==> src/rtl/srl16_fifo_ctrl.sv <==
// rtl/srl16_fifo_ctrl.sv - SRL16-style shift-register FIFO controller with registered output stage
// Optional occupancy port enabled by defining SRL_FIFO_COUNT_EN.
module srl16_fifo_ctrl #(
  parameter int WIDTH = 8,
  parameter int DEPTH = 16
) (
  input  logic             C,
  input  logic             CLR,
  input  logic [WIDTH-1:0] in_data,
  input  logic             in_valid,
  output logic             in_ready,
  output logic [WIDTH-1:0] out_data,
  output logic             out_valid,
`ifdef SRL_FIFO_COUNT_EN
  input  logic             out_ready,
  output logic [4:0]       count
`else
  input  logic             out_ready
`endif
);

  // Physical shift bank always has 16 taps; DEPTH only limits how many are used.
  logic [WIDTH-1:0] srl [16];
  logic [4:0]       srl_cnt;
  logic [3:0]       srl_a;
  logic             srl_ce;
  logic             pop;
  logic             load;

  assign in_ready = (srl_cnt != 5'(DEPTH));
  assign srl_ce   = in_valid && in_ready;
  assign pop      = out_valid && out_ready;
  assign load     = (srl_cnt != 5'd0) && (!out_valid || pop);
  assign srl_a    = 4'(srl_cnt - 5'd1);

  // Storage carries no reset; entries beyond srl_cnt are simply unreachable.
  always_ff @(posedge C) begin
    if (srl_ce) begin
      srl[0] <= in_data;
      for (int i = 15; i > 0; i--) begin
        srl[i] <= srl[i-1];
      end
    end
  end

  always_ff @(posedge C or posedge CLR) begin
    if (CLR) begin
      srl_cnt   <= 5'd0;
      out_valid <= 1'b0;
      out_data  <= '0;
    end else begin
      // Read address samples pre-shift contents, so push+load leaves srl_cnt unchanged.
      case ({srl_ce, load})
        2'b10:   srl_cnt <= srl_cnt + 5'd1;
        2'b01:   srl_cnt <= srl_cnt - 5'd1;
        default: srl_cnt <= srl_cnt;
      endcase
      if (load) begin
        out_data  <= srl[srl_a];
        out_valid <= 1'b1;
      end else if (pop) begin
        out_valid <= 1'b0;
      end
    end
  end

`ifdef SRL_FIFO_COUNT_EN
  assign count = srl_cnt + 5'(out_valid);
`endif

endmodule
==> config.mk <==
export PLATFORM = sky130hd
export DESIGN_NAME = srl16_fifo_ctrl
export DESIGN_NICKNAME = d
export VERILOG_FILES = /design/src/rtl/srl16_fifo_ctrl.sv
export SDC_FILE = /design/constraint.sdc
export NUM_CORES = 1
export LEC_CHECK = 0
export CAP_MARGIN = 15
export CORE_MARGIN = 1
export CORE_UTILIZATION = 60
export CTS_CLUSTER_DIAMETER = 80
export DETAILED_ROUTE_END_ITERATION = 8
export GPL_TIMING_DRIVEN = 0
export HOLD_SLACK_MARGIN = 0.03
export PLACE_DENSITY = 0.83
export SLEW_MARGIN = 20
export SYNTH_ARGS = -nofsm -noshare
export SYNTH_HDL_FRONTEND = slang
export SYNTH_SLANG_ARGS = --single-unit
==> constraint.sdc <==
create_clock -name C -period 6.98 [get_ports C]
set_clock_uncertainty 0.05 [all_clocks]
set_input_delay 1.396 -clock C [delete_from_list [all_inputs] [get_ports C]]
set_output_delay 1.396 -clock C [all_outputs]
set_load 0.01 [all_outputs]
Word level (Yosys, flattened, before mapping). Memory sizes are Yosys's and may differ from the RTL's. A register that Yosys moved wholly into a read port is not among the register bits. Index checks and enable logic that the tools add are counted.

Output and inout port bits: 10. RAM bits: 128. Register bits: 6. Word-level logic and storage cells: 21. Memories: 1. Bits of input ports: 12.

Memories: srl (depth 16, width 8, read ports 16, clocked after Yosys merged registers in 1, write ports 16, line 23) `logic [WIDTH-1:0] srl [16];`.

Equality and inequality tests: 3. Reductions and logical operators: 8. Mux-type cells: 5. $add $sub $neg: 2.

Operators with widths (number): one-hot mux 5 bit (2 select lines) (1); adder 5 x 1 -> 5 bit, second input constant (1); != test 5 bit, second input constant (1); nonzero test 5 bit (1); subtractor 5 x 1 -> 5 bit, second input constant (1); two-way mux 1 bit (4); nonzero test 2 bit (2); logical AND 1 bit (3); equality test 2 x 1 -> 1 bit, second input constant (1); equality test 2 bit, second input constant (1); zero test 1 bit (1); logical OR 1 bit (1).

Longest topological paths before layout. Gate-level depths: netlist of the first run.

Depth after elaboration: 5. Gate-level depth with buffers: 12.

Worst setup path after synthesis of the first run. Ideal clock, no wire load.

Path type: input -> register. From: input port in_valid. To: memory srl[0][0] (enable). Data arrival time: 3.944 ns. Cell stages on the path: 2. Path slack: 2.504 ns. Data required time: 6.449 ns. Path buffers: 0. Setup time: 0.481 ns. Path through: nand2_1 -> inv_1.

RTL lines: from (decl) (line 10) `input logic in_valid,`; to (decl) (line 23).

Worst setup path after layout of the first run.
From: register srl_cnt[0]. To: output port in_ready.

Cells in the longest elaborated chain, start to end: 1.

RTL lines: from (decl) (line 24) `logic [4:0] srl_cnt;`; from (signal assigned) (line 54) `2'b10: srl_cnt <= srl_cnt + 5'd1;`; from (signal assigned) (line 55) `2'b01: srl_cnt <= srl_cnt - 5'd1;`; from (signal assigned) (line 56) `default: srl_cnt <= srl_cnt;`; != test 5 bit (line 30) `assign in_ready = (srl_cnt != 5'(DEPTH));`; to (decl) (line 11) `output logic in_ready,`.

Every way passes these cells.

==> impl_metrics.tcl, run 1 <==
set metrics [dict create \
    post-route-drc-count 0 \
    vias 3179 \
    cp_slowest_cell "clkdlybuf4s50_1" \
    fp-row-count 34 \
    drt-vias-per-instance 6.185 \
    area_delta_synth_final_pct 17.54 \
    syn-num-nets 367 \
    hold_violations 0 \
    root_buffer "clkbuf_8" \
    fmax_ghz 0.2500 \
    drive_above_1_share_pct 12.56 \
    crit_type "flip-flop to output port" \
    tns_ps 0 \
    die_w_um 98.79 \
    synthMuxAreaShare_pct 7.391 \
    worstPathArrival_ps 2550 \
    cts_buffer_depth 2 \
    synth_warnings 0 \
    p_leak_nw 2.440 \
    htree_levels 4 \
    use_met2_pct 39.11 \
    clk_pin_slew_ps 60 \
    wl_per_cell_um 21.05 \
    period_share_pct 57.30 \
    path_cells "buf_2 -> inv_2 -> ha_1 -> nor3b_2 -> nand2_1 -> clkdlybuf4s50_1" \
    grt_pass1_wl_um 17390 \
    synth_simple_gate_area_share_pct 8.660 \
    hold_path_class "flip-flop to flip-flop" \
    rr_endpoint "srl_cnt[3]$_DFFE_PP0P_" \
    crit_path_start_kind "flip-flop" \
    core_area_um2 8891 \
    drt-total-wl_um 10820 \
    critPathTopFamily "buffers and inverters" \
    outcome "complete, no violations" \
    dp_slack_ps 3564 \
    cp.required_ps 5530 \
    hold_slack_ps 400.1 \
    numCtsBuffers 17 \
    p_per_area_nw_per_um2 504.8 \
    antenna_found_initial 0 \
    irDropWorstVdd_uv 422.3 \
    crit_cells 6 \
    first_iter_violations 274 \
    critPathCapture "in_ready" \
    slew_headroom_pct 52.54 \
    grt.overflow.total 0 \
    path_buf_inv 3 \
    setup_viol 0 \
    io_buffers 21 \
    r2r_slack_ps 4020 \
    gp_congestion 0.7808 \
    min_period_ps 3999 \
    yosysTopAreaCellShare_pct 68.39 \
    clock_sinks 142 \
    cts_setup_buffers 0 \
    synth-seq-cells 142 \
    fin_util_pct 74.30 \
    worstMarginPinSlew_ps 709.3 \
    syn_area_um2 5620 \
    r2r_cells 12 \
    hold_buffers 0 \
    rsz0062_at_grt "false" \
    detailed_place_hpwl_um 6605 \
    grt_use_met1_pct 32.63 \
    critical_path.max_stage_delay_ps 480 \
    setup_ws_ps 2981 \
    grt_max_degree 89 \
    yosys.area_share.adder_pct 0.6679 \
    post_synth_xor_area_fraction_pct 1.848 \
    start_util_pct 63.21 \
    dieArea_um2 9758 \
    nNetsFinal 408 \
    crit-reg2reg-launch "srl_cnt[0]$_DFFE_PP0P_" \
    ios 22 \
    syn_avg_cell_area_um2 15.97 \
    die-height_um 98.79 \
    grt_pass1_vias 3261 \
    slew_viol_final 0 \
    gr-usage-met3_pct 6.809 \
    track_usage_pct 25.14 \
    cts_tree "done" \
    worst_skew_pair.late_latency_ps 530 \
    power_mw 3.335 \
    grt.busiest_layer "met2" \
    dr.pass1.iters 5 \
    fillCellCount 524 \
    yosys.area.top_type "edfxtp_1" \
    drtAntennaViolNets 0 \
    synthCells 352 \
    endpoint_kind "output port" \
    antenna_cells 0 \
    cp_max_fo 10 \
    synth_cell_types 31 \
    cts-resized-gates 0 \
    synth_top_family_by_area "simple AND/OR/NAND/NOR gates" \
    seq_area_frac_synth_pct 74.62 \
    synthTopCellsByArea "edfxtp_1, mux2i_1, dfrtp_1, nand2_1, a32oi_1" \
    cap_violations 0 \
    startpoint "srl_cnt[0]$_DFFE_PP0P_" \
    synth_compound_area_share_pct 4.898 \
]
## cell usage in the layout, fill, tap and decap left out, types with 5 or more instances in the layout
| master | netlist | final |
|---|---|---|
| a22oi_1 | 15 | 15 |
| a32oi_1 | 17 | 17 |
| buf_2 | 5 | 5 |
| clkbuf_1 | 4 | 5 |
| clkbuf_16 | 0 | 16 |
| clkdlybuf4s50_1 | 0 | 21 |
| dfrtp_1 | 14 | 14 |
| edfxtp_1 | 128 | 128 |
| mux2i_1 | 37 | 37 |
| nand2_1 | 63 | 63 |
| nand3_1 | 16 | 16 |
| nand4_1 | 8 | 8 |
| nor2_1 | 10 | 10 |
## worst reg2reg max path: stages, from the launching register on
cell and delay, ps:
dfrtp_1 430, buf_2 240, inv_2 110, ha_1 360, or3b_1 420, o21ai_2 180, buf_6 180, inv_2 40
ha_1 260, nor2b_1 190, a32oi_1 120, nor2_1 130, xor2_1 170
## how the worst min path moves through the flow
stage                        start                    to  slack (ps)  cells past startpoint
6_report       srl[7][6]$_DFFE_PP_   srl[8][6]$_DFFE_PP_         400                      0
5_1_grt        srl[6][1]$_DFFE_PP_   srl[7][1]$_DFFE_PP_         410                      0
4_1_cts        srl[6][1]$_DFFE_PP_   srl[7][1]$_DFFE_PP_         400                      0
3_5_place_dp   srl[5][3]$_DFFE_PP_   srl[6][3]$_DFFE_PP_         380                      0
3_3_place_gp   srl[5][1]$_DFFE_PP_   srl[6][1]$_DFFE_PP_         380                      0
2_1_floorplan  srl[9][0]$_DFFE_PP_  srl[10][0]$_DFFE_PP_         370                      0
## metrics by stage
| stage | std cells | instance area (um^2) |
|---|---|---|
| 2_1_floorplan | 352 | 5620 |
| 3_3_place_gp | 481 | 5966 |
| 3_5_place_dp | 482 | 5998 |
| 4_1_cts | 514 | 6606 |
| 5_1_grt | 514 | 6606 |
| 6_report | 514 | 6606 |
## registers in the layout, indices dropped and copies added (netlist names)
name,count
out_valid,1
srl,128
out_data,8
srl_cnt,5
## cell families after synthesis
kind of cell    after synthesis
flops                       142
buf+inv                      20
mux                          39
xor+xnor                      8
fa+ha+maj                     3
simple gates                106
compound gates               34
## cells in the mapped netlist (all sizes together)
cell type,number
xnor2,4
nor3,1
nand3,16
or3b,1
nor2b,3
a32oi,17
nor2,11
buf,11
clkbuf,4
a22oi,15
ha,3
mux2i,37
and2,1
o21ai,2
nor3b,1
xor2,4
edfxtp,128
nand4,8
mux4,2
or2b,1
nand2,63
inv,5
dfrtp,14
## where the power goes
group / internal (mW) / switching (mW)
registers: 1.11 / 0.0907
logic: 0.466 / 0.746
clock network: 0.581 / 0.346
## final cells by class
class | count | area (um^2) | area share, %
clock inverter | 14 | 190.2 | 2.879
clock buffer | 18 | 417.9 | 6.326
multi-input combinational | 190 | 1319 | 19.96
buffer | 15 | 88.84 | 1.345
inverter | 5 | 23.77 | 0.3598
tap | 108 | 135.1 | 2.045
timing repair buffer | 22 | 237.7 | 3.598
sequential | 142 | 4194 | 63.48
## metal layers
metal,share of wire (%),wire (um)
met1,42,4515
met2,49,5354
met3,6.6,714
met4,2.2,236
met5,0,0
Note: power is estimated with default switching activity, not from simulation.
==> inputs of run 2 (changes only) <==
--- a/config.mk
+++ b/config.mk
@@ -7,12 +7,12 @@
 export LEC_CHECK = 0
 export CAP_MARGIN = 15
 export CORE_MARGIN = 1
-export CORE_UTILIZATION = 60
+export CORE_UTILIZATION = 54
 export CTS_CLUSTER_DIAMETER = 80
 export DETAILED_ROUTE_END_ITERATION = 8
 export GPL_TIMING_DRIVEN = 0
 export HOLD_SLACK_MARGIN = 0.03
-export PLACE_DENSITY = 0.83
+export PLACE_DENSITY = 0.79
 export SLEW_MARGIN = 20
 export SYNTH_ARGS = -nofsm -noshare
 export SYNTH_HDL_FRONTEND = slang
==> constraint.sdc (replaced) <==
create_clock -name C -period 3.35 [get_ports C]
set_clock_uncertainty 0.05 [all_clocks]
set_input_delay 0.67 -clock C [delete_from_list [all_inputs] [get_ports C]]
set_output_delay 0.67 -clock C [all_outputs]
set_load 0.01 [all_outputs]
==> run 2 against run 1 <==
- final cell count rose by 5.4%
- sequential share of layout area fell by 1.4 points
- combinational power rose by 110%
- register-to-register slack got worse by 3400 ps
- flip-flop and latch count did not move
- first-iteration DRC count fell by 6.6%
- via count fell by 1.5%
- total power rose by 110%
- critical path depth did not move
- design area rose by 2.2%
- largest cell class unchanged
==> impl_metrics.tcl, run 2 (same netlist as run 1, synthesis figures left out) <==
set metrics [dict create \
    start_util_pct 56.72 \
    p_int_mw 4.620 \
    worstMarginPinSlew_ps 678.1 \
    grt.overflow.total 0 \
    fp-row-count 36 \
    antenna_found_initial 0 \
    grt_pass1_wl_um 17240 \
    nNetsFinal 411 \
    die_w_um 104.0 \
    top_regs "srl x128, out_data x8, srl_cnt x5" \
    hp-start "srl[2][1]$_DFFE_PP_" \
    multiInputGateArea_um2 1343 \
    drtAntennaViolNets 0 \
    cap_violations 0 \
    outcome "complete, no violations" \
    cts-resized-gates 0 \
    power_frac_clock_pct 28.2 \
    detailed_place_hpwl_um 6707 \
    ios 22 \
    clk_pin_slew_ps 60 \
    post-route-drc-count 0 \
    io_buffers 21 \
    grt_pass1_vias 3148 \
    fmax_ghz 0.3390 \
    p_per_area_nw_per_um2 1047 \
    hold_slack_ps 392.3 \
    rsz0062_at_grt "false" \
    drive_above_1_share_pct 14.18 \
    area_delta_synth_final_pct 20.10 \
    first_iter_violations 256 \
    drt-vias-per-instance 5.779 \
    slew_headroom_pct 54.63 \
    fillCellCount 665 \
    irDropWorstVdd_uv 491.9 \
    comb_power_share_pct 36.4 \
    cts_setup_buffers 0 \
    crit_path_start_kind "flip-flop" \
    numCtsBuffers 17 \
    final_common_cell "edfxtp_1" \
    p_switching_mw 2.449 \
    min_period_ps 2950 \
    worst_skew_pair.late_latency_ps 530 \
    regMostFlops "srl" \
    period_share_pct 88.05 \
    crit-reg2reg-launch "srl_cnt[0]$_DFFE_PP0P_" \
    track_usage_pct 21.59 \
    cp_max_fo 10 \
    hold_violations 0 \
    cp.required_ps 2630 \
    register_area_um2 4194 \
    hold_path_class "flip-flop to flip-flop" \
    swShare_pct 34.64 \
    cts_buffer_depth 2 \
    p_seq_share_pct 35.4 \
    startpoint "srl_cnt[0]$_DFFE_PP0P_" \
    hold_buffers 0 \
    worstPathArrival_ps 2230 \
    dr.pass1.iters 5 \
    htree_levels 4 \
    clock_sinks 142 \
    wl_per_cell_um 19.81 \
    slew_viol_final 0 \
    vias 3132 \
    die-height_um 104.0 \
    cts_tree "done" \
    drt-total-wl_um 10740 \
    antenna_cells 0 \
    setup_viol 0 \
    dieArea_um2 10820 \
    p_leak_nw 2.487 \
    fin_util_pct 68.12 \
    core_area_um2 9910 \
    gp_congestion 0.7912 \
    crit_type "flip-flop to output port" \
    r2r_slack_ps 610 \
    largest_reg_flops 128 \
    root_buffer "clkbuf_8" \
    final_cell_mix "edfxtp_1, nand2_1, mux2i_1" \
    endpoint_kind "output port" \
    grt_max_degree 35 \
]
[run 2: area by class of cell]
| class | count | share of cell area, % |
|---|---|---|
| clock buffer | 21 | 6.506 |
| inverter | 5 | 0.3707 |
| timing repair buffer | 25 | 4.412 |
| multi-input combinational | 190 | 19.89 |
| tap | 133 | 2.465 |
| clock inverter | 11 | 2.817 |
| buffer | 15 | 1.409 |
| sequential | 142 | 62.13 |
[run 2: through the flow]
stage | instance area (um^2) | worst slack [ps] | power, mW | TNS, ps | cells
finish | 6750 | 400.4 | 7.069 | 0 | 542
global route | 6750 | 301.9 | 7.396 | 0 | 542
CTS | 6750 | 368.2 | 7.083 | 0 | 542
detailed placement | 6121 | 717.2 | 5.054 | 0 | 510
global placement | 6033 | -868.6 | 4.964 | -110640 | 506
floorplan | 5657 | -186.6 | 4.289 | -23890 | 352
[run 2: worst max-delay path: stages (launching register included)]
cell and delay (ps):
dfrtp_1 470, buf_6 210, inv_4 60, ha_4 190, nor3b_4 160, nand2_2 80, clkdlybuf4s50_1 530
[run 2: metal layers]
| layer | global-route usage, % | wire [um] | vias to the layer above |
|---|---|---|---|
| met5 | 0 | 0 | - |
| met4 | 8.776 | 126 | 0 |
| met3 | 6.015 | 648 | 12 |
| met2 | 32.33 | 5191 | 133 |
| met1 | 30.10 | 4772 | 1548 |
| li1 | - | - | 1439 |
[run 2: worst paths after layout]
check / endpoint / depth (start not counted)
max in group asynchronous: out_data[3]$_DFFE_PP0P_ / 2
min: srl[3][1]$_DFFE_PP_ / 0
min in group asynchronous: out_valid$_DFFE_PP0P_ / 2
min reg2reg: srl[3][1]$_DFFE_PP_ / 0
max reg2reg: srl_cnt[3]$_DFFE_PP0P_ / 12
max: in_ready / 6
[run 2: power groups by stage]
stage	registers, mW	clock network, mW	logic (mW)
global placement	2.52	0	2.45
finish	2.50	1.99	2.57
detailed placement	2.52	0	2.54
floorplan	2.49	0	1.80
CTS	2.50	2.02	2.57
global route	2.53	2.08	2.78
